<file path="src/rtl/fmab_pkg.sv">
// Shared constants and FSM encoding for the four-lane accumulator to binary32 normaliser.
// No logic here; imported by fmab_norm and fmab_norm_lane.
package fmab_pkg;
  localparam int LANES       = 4;
  localparam int ACC_W_DEF   = 32;
  localparam int EXP_W_DEF   = 10;
  localparam int EXP_OFFSET  = 141;
  localparam int F32_EXP_W   = 8;
  localparam int F32_MAN_W   = 23;
  localparam int F32_EXP_MAX = 255;

  typedef enum logic [1:0] {ST_IDLE, ST_NORM, ST_SEND} state_t;
endpackage

</file>
<file path="src/rtl/fmab_norm_lane.sv">
// Combinational single-lane converter: signed acc x 2^(exp-268) to binary32, flush-to-zero, saturate to inf.
// Rounds to nearest even when FMAB_NORM_RNE_EN is defined, otherwise truncates toward zero.
module fmab_norm_lane
  import fmab_pkg::*;
#(
  parameter int ACC_W = ACC_W_DEF,
  parameter int EXP_W = EXP_W_DEF
) (
  input  logic [ACC_W-1:0] acc,
  input  logic [EXP_W-1:0] expo,
  output logic [31:0]      result
);
  localparam int PW   = $clog2(ACC_W);
  localparam int EW   = EXP_W + 3;
  localparam int MW1  = F32_MAN_W + 1;
  localparam int DROP = ACC_W - 1 - F32_MAN_W;

  logic                 sign;
  logic [ACC_W-1:0]     mag;
  logic [ACC_W-1:0]     norm;
  logic [PW-1:0]        p;
  logic [F32_MAN_W-1:0] mant;
  logic                 round_up;
  logic [MW1-1:0]       mant_r;
  logic [EW-1:0]        e_raw;
  logic [EW-1:0]        e_fin;
`ifdef FMAB_NORM_RNE_EN
  logic                 guard;
  logic                 sticky;
`endif

  always_comb begin
    sign = acc[ACC_W-1];
    // Unsigned magnitude: the most negative input maps to 2^(ACC_W-1), which still fits.
    mag  = sign ? (~acc + ACC_W'(1)) : acc;

    p = '0;
    for (int i = 0; i < ACC_W; i++) begin
      if (mag[i]) p = PW'(i);
    end

    norm  = mag << (PW'(ACC_W - 1) - p);
    mant  = F32_MAN_W'(norm >> DROP);
    e_raw = EW'(p) + EW'(expo) - EW'(EXP_OFFSET);

`ifdef FMAB_NORM_RNE_EN
    guard    = norm[DROP-1];
    sticky   = |norm[DROP-2:0];
    round_up = guard & (sticky | mant[0]);
`else
    round_up = 1'b0;
`endif

    // A carry out of the mantissa leaves the fraction zero and bumps the exponent.
    mant_r = {1'b0, mant} + MW1'(round_up);
    e_fin  = e_raw + EW'(mant_r[F32_MAN_W]);

    if (acc == '0 || expo == '0)
      result = '0;
    else if (e_fin[EW-1] || e_fin == '0)
      result = {sign, 31'b0};
    else if (e_fin >= EW'(F32_EXP_MAX))
      result = {sign, {F32_EXP_W{1'b1}}, {F32_MAN_W{1'b0}}};
    else
      result = {sign, e_fin[F32_EXP_W-1:0], mant_r[F32_MAN_W-1:0]};
  end
endmodule

</file>
<file path="src/rtl/fmab_norm.sv">
// Snapshots four lane accumulators on start and streams them out as binary32 over valid/ready.
// Two cycles per lane with ready held high; out_data/out_lane hold while out_valid & !out_ready.
module fmab_norm
  import fmab_pkg::*;
#(
  parameter int ACC_W = ACC_W_DEF,
  parameter int EXP_W = EXP_W_DEF
) (
  input  logic             clk,
  input  logic             reset,
  input  logic             start,
  input  logic [ACC_W-1:0] acc0,
  input  logic [ACC_W-1:0] acc1,
  input  logic [ACC_W-1:0] acc2,
  input  logic [ACC_W-1:0] acc3,
  input  logic [EXP_W-1:0] exp0,
  input  logic [EXP_W-1:0] exp1,
  input  logic [EXP_W-1:0] exp2,
  input  logic [EXP_W-1:0] exp3,
  output logic             busy,
  output logic             out_valid,
  input  logic             out_ready,
  output logic [31:0]      out_data,
  output logic [1:0]       out_lane,
  output logic             done
);
  state_t           state;
  state_t           state_nxt;
  logic [1:0]       cnt;
  logic [ACC_W-1:0] acc_snap [LANES];
  logic [EXP_W-1:0] exp_snap [LANES];
  logic [31:0]      lane_res;
  logic             last_accept;

  fmab_norm_lane #(.ACC_W(ACC_W), .EXP_W(EXP_W)) u_lane (
    .acc    (acc_snap[cnt]),
    .expo   (exp_snap[cnt]),
    .result (lane_res)
  );

  assign last_accept = (state == ST_SEND) && out_ready && (cnt == 2'(LANES - 1));

  always_ff @(posedge clk) begin
    if (reset) state <= ST_IDLE;
    else       state <= state_nxt;
  end

  always_comb begin
    state_nxt = state;
    case (state)
      ST_IDLE: if (start) state_nxt = ST_NORM;
      ST_NORM: state_nxt = ST_SEND;
      ST_SEND: if (out_ready) state_nxt = (cnt == 2'(LANES - 1)) ? ST_IDLE : ST_NORM;
      default: state_nxt = ST_IDLE;
    endcase
  end

  always_comb begin
    busy      = (state != ST_IDLE);
    out_valid = (state == ST_SEND);
  end

  always_ff @(posedge clk) begin
    if (reset) begin
      cnt      <= '0;
      out_data <= '0;
      out_lane <= '0;
      done     <= 1'b0;
      for (int i = 0; i < LANES; i++) begin
        acc_snap[i] <= '0;
        exp_snap[i] <= '0;
      end
    end else begin
      done <= last_accept;
      case (state)
        ST_IDLE: if (start) begin
          acc_snap[0] <= acc0;
          acc_snap[1] <= acc1;
          acc_snap[2] <= acc2;
          acc_snap[3] <= acc3;
          exp_snap[0] <= exp0;
          exp_snap[1] <= exp1;
          exp_snap[2] <= exp2;
          exp_snap[3] <= exp3;
          cnt         <= '0;
        end
        ST_NORM: begin
          out_data <= lane_res;
          out_lane <= cnt;
        end
        ST_SEND: if (out_ready && cnt != 2'(LANES - 1)) cnt <= cnt + 2'd1;
        default: ;
      endcase
    end
  end
endmodule

</file>
<file path="config.mk">
export PLATFORM = sky130hd
export DESIGN_NAME = fmab_norm
export DESIGN_NICKNAME = d
export VERILOG_FILES = /design/src/rtl/fmab_pkg.sv /design/src/rtl/fmab_norm_lane.sv /design/src/rtl/fmab_norm.sv
export SDC_FILE = /design/constraint.sdc
export NUM_CORES = 1
export LEC_CHECK = 0
export BUFFER_PORTS_ARGS = -buffer_cell sky130_fd_sc_hd__buf_2
export CAP_MARGIN = 20
export CORE_MARGIN = 2
export CORE_UTILIZATION = 55
export CTS_CLUSTER_DIAMETER = 120
export DETAILED_ROUTE_END_ITERATION = 16
export PLACE_DENSITY = 0.88
export SETUP_SLACK_MARGIN = 0.2
export SKIP_LAST_GASP = 1
export SLEW_MARGIN = 40
export SYNTH_ARGS = -nofsm -noshare
export SYNTH_HDL_FRONTEND = slang
export SYNTH_HIERARCHICAL = 1
export SYNTH_SLANG_ARGS = --single-unit
export TNS_END_PERCENT = 50
</file>
<file path="constraint.sdc">
create_clock -name clk -period 11.3 [get_ports clk]
set_clock_uncertainty 0.2 [all_clocks]
set_input_delay 0.565 -clock clk [delete_from_list [all_inputs] [get_ports clk]]
set_output_delay 0.565 -clock clk [all_outputs]
set_load 0.05 [all_outputs]
</file>
==> impl_metrics.csv <==
group,metric,value,unit
status,outcome,"complete, no violations",
synthesis,synth_area_leaders,"edfxtp_1 37%, and2_1 7.7%, mux4_2 6.9%",
run,drv_cap,0,
worst_setup_path,path_class,"reg -> reg",
synthesis,synth_fp_nets,1500,
sta,slew_violations,0,
min_path,hold_depth,2,
detailed_routing,wl,38330,microns
floorplanning,dieArea,26140,sq um
pwr,power_leakage,5.902,nW
sta,fin_tns_setup,0,ps
clock_tree,postCtsHoldBufs,0,
detailed_routing,vias,11365,
layout,post-route-util,62.93,%
synthesis,syn_avg_cell_area,10.44,sq um
global_routing,grt_usage,28.99,%
sta,rsz0062_at_grt,"false",
global_routing,grt_util_met2,47.73,%
sta,hold_viol,0,
detailed_routing,first_iter_violations,1270,
floorplanning,initial_core_util,56.06,%
layout,drive_above_1_share,25.03,%
sta,tightestPinTransition,825.7,ps
detailed_routing,postRouteAntennaNets,0,
detailed_routing,wl_per_cell,21.36,microns
min_path,min_path_type,"in -> reg",
worst_setup_path,worstPathRequired,11530,ps
clock_tree,cts_resized,0,
worst_setup_path,reg2regPathDepth,24,
floorplanning,die_x,161.7,microns
clock_tree,clockBufferDepth,3,
sta,relSlewSlack,44.77,%
worst_setup_path,cp.arrival,9790,ps
synthesis,synth.largest_area_cell,"edfxtp_1",
pwr,ir_drop,0.1456,mV
pwr,p_per_area,156.6,nW/um^2
floorplanning,fp-row-count,57,
synthesis,synth.distinct_cells,108,
floorplanning,ios,209,
layout,nets,1644,
layout,area_growth_syn_to_layout,12.24,%
clock_tree,clk_pin_slew,60,ps
synthesis,synth.most_common_cell,"and2_1",
worst_setup_path,r2r-end,"out_data[15]",
detailed_routing,drt_first_pass_iters,6,
synthesis,synth_edf_count,168,
synthesis,syn_inst,1310,
floorplanning,die_h,161.7,microns
clock_tree,clockRootBuffer,"clkbuf_16",
worst_setup_path,startpoint_type,"flop",
global_routing,grt_pass1_wl,59900,microns
clock_tree,h-tree-depth,1,
clock_tree,cts_sinks,209,
global_routing,grt_max_degree,128,
detailed_routing,drc,0,
worst_setup_path,rrSetupSlack,1750,ps
sta,final-setup-viol-count,0,
placed_design,port_buffers,208,
clock_tree,clock_latency,500,ps
placed_design,gp_congestion,1.001,
synthesis,ys_top_cells_by_count,"169 x and2_1, 168 x edfxtp_1, 118 x nand2_1, 94 x a21oi_1, 64 x nor2_1",
min_path,whs_endpoint,"acc_snap[3][0]",
placed_design,dp_hpwl,28440,microns
global_routing,grt_pass1_vias,10885,
synthesis,synth-async-reset-ratio,0,%
global_routing,gr-total-overflow,0,
sta,min_period,9554,ps
synthesis,ys.flop_type,"edfxtp_1",
worst_setup_path,cp-end-kind,"flop",
clock_tree,cts_tree,"built",
synthesis,synth-seq-area-share,42.90,%
floorplanning,core,24390,sq um
sta,clock.fmax,104.7,MHz
detailed_routing,via_per_inst,6.335,
synthesis,synth_top_area_share,36.89,%
synthesis,synth.ff_latch_count,209,
clock_tree,numCtsBuffers,22,
global_routing,grt_use_met1,40.68,%
layout,n_antenna_cell,0,
worst_setup_path,worst-path-max-fanout,28,
global_routing,antenna_found_initial,0,
global_routing,grt.busiest_layer,"met2",
sta,min_period_over_period,84.55,%
clock_tree,cts_setup_buffers,0,
synthesis,yosys_warnings,6,
synthesis,mappedNetlistArea,13670,sq um
global_routing,met3_usage,3.652,%
min_path,min_from,"acc3[0]",
==> cells by family (layout without fill, tap and decap cells) <==
group | Yosys count | after routing | synth area share [%]
buf+inv | 136 | 296 | 5.188
mux | 83 | 83 | 10.02
fa+ha+maj | 18 | 18 | 1.702
xor+xnor | 41 | 41 | 2.626
compound gates | 313 | 313 | 16.43
flops | 209 | 209 | 42.90
simple gates | 510 | 510 | 21.14
==> power by group <==
part	internal [mW]	switching [mW]	leakage, nW
clock	0.376	0.297	0.323
combinational	0.281	0.529	3.43
sequential	0.899	0.0208	2.15
total	1.56	0.847	5.90
==> cells in the final DEF (no fill, tap or decap), types with 8 or more instances in the layout <==
cell and n:
dfxtp_1 39, inv_1 32, ha_1 17, xor2_1 18, edfxtp_1 168, o22ai_1 9, mux2i_1 33, nand2_1 118
or3_1 10, a21o_1 8, buf_4 10, mux4_2 42, a211oi_1 12, o21ai_0 49, a31oi_1 8, buf_2 208
a21oi_1 94, o211ai_1 10, nor2_1 64, clkbuf_16 23, a221oi_1 8, and2_1 169, nor3_1 27, nor4_1 10
and3_1 11, o21ai_1 8, xnor2_1 23, nand3_1 28, nand4_1 11
==> area by class of cell <==
cell class / instances / area, sq um
fill: 1909 / 9042
multi-input combinational: 965 / 7123
sequential: 209 / 5868
timing repair buffer: 220 / 1139
clock buffer: 28 / 594.3
tap: 324 / 405.4
inverter: 36 / 140.1
clock inverter: 12 / 78.83
==> how the worst max path moves through the flow <==
stage          startpoint  slack, ps  depth (start not counted)      endpoint
2_1_floorplan        flop       3870                         35  out_data[15]
3_3_place_gp         flop       1890                         26  out_data[15]
3_5_place_dp         flop       1650                         25  out_data[15]
4_1_cts              flop       1600                         25  out_data[15]
5_1_grt              flop        990                         24  out_data[15]
6_report             flop       1750                         24  out_data[15]
==> layer usage <==
layer  part of all wire (%)  wire length [microns]
met1                     41                  15900
met2                     48                  18350
met3                    7.7                   2936
met4                    3.0                   1136
met5                      0                      0
==> worst max-delay path, stage by stage, from the launching register on <==
cell,delay (ps)
dfxtp_2,650
buf_4,570
mux4_2,720
nor4_4,610
nand4_1,480
o32ai_1,520
or3_1,260
nand3_1,230
nor2_1,670
inv_1,430
ha_1,400
ha_1,330
nor2b_1,140
o21ai_0,190
a21oi_1,130
o31a_1,280
o21ai_0,260
mux2_2,380
a31oi_2,470
nand2_1,320
nor2_1,470
o211ai_1,180
a221oi_1,310
nand2_1,90
a21oi_1,140
==> registers in the layout, indices dropped and copies added, names as in the netlist, named ones only <==
register / cells
acc_snap: 128
exp_snap: 40
out_data: 32
cnt: 2
out_lane: 2
state: 2
done: 1
==> through the flow <==
stage                     instances  area, sq um  hold slack (ps)  power, mW  setup WS [ps]
after floorplan                1310        13670            248.6      1.523           3866
after global placement         1754        14650            242.1      1.703           1886
after detailed placement       1754        14660            243.4      1.715           1650
after CTS                      1794        15330            119.6      2.384           1599
after global routing           1794        15350            129.3      2.497          994.3
final                          1794        15350            129.4      2.403           1746
No activity file was read; power rests on OpenSTA's default activity.
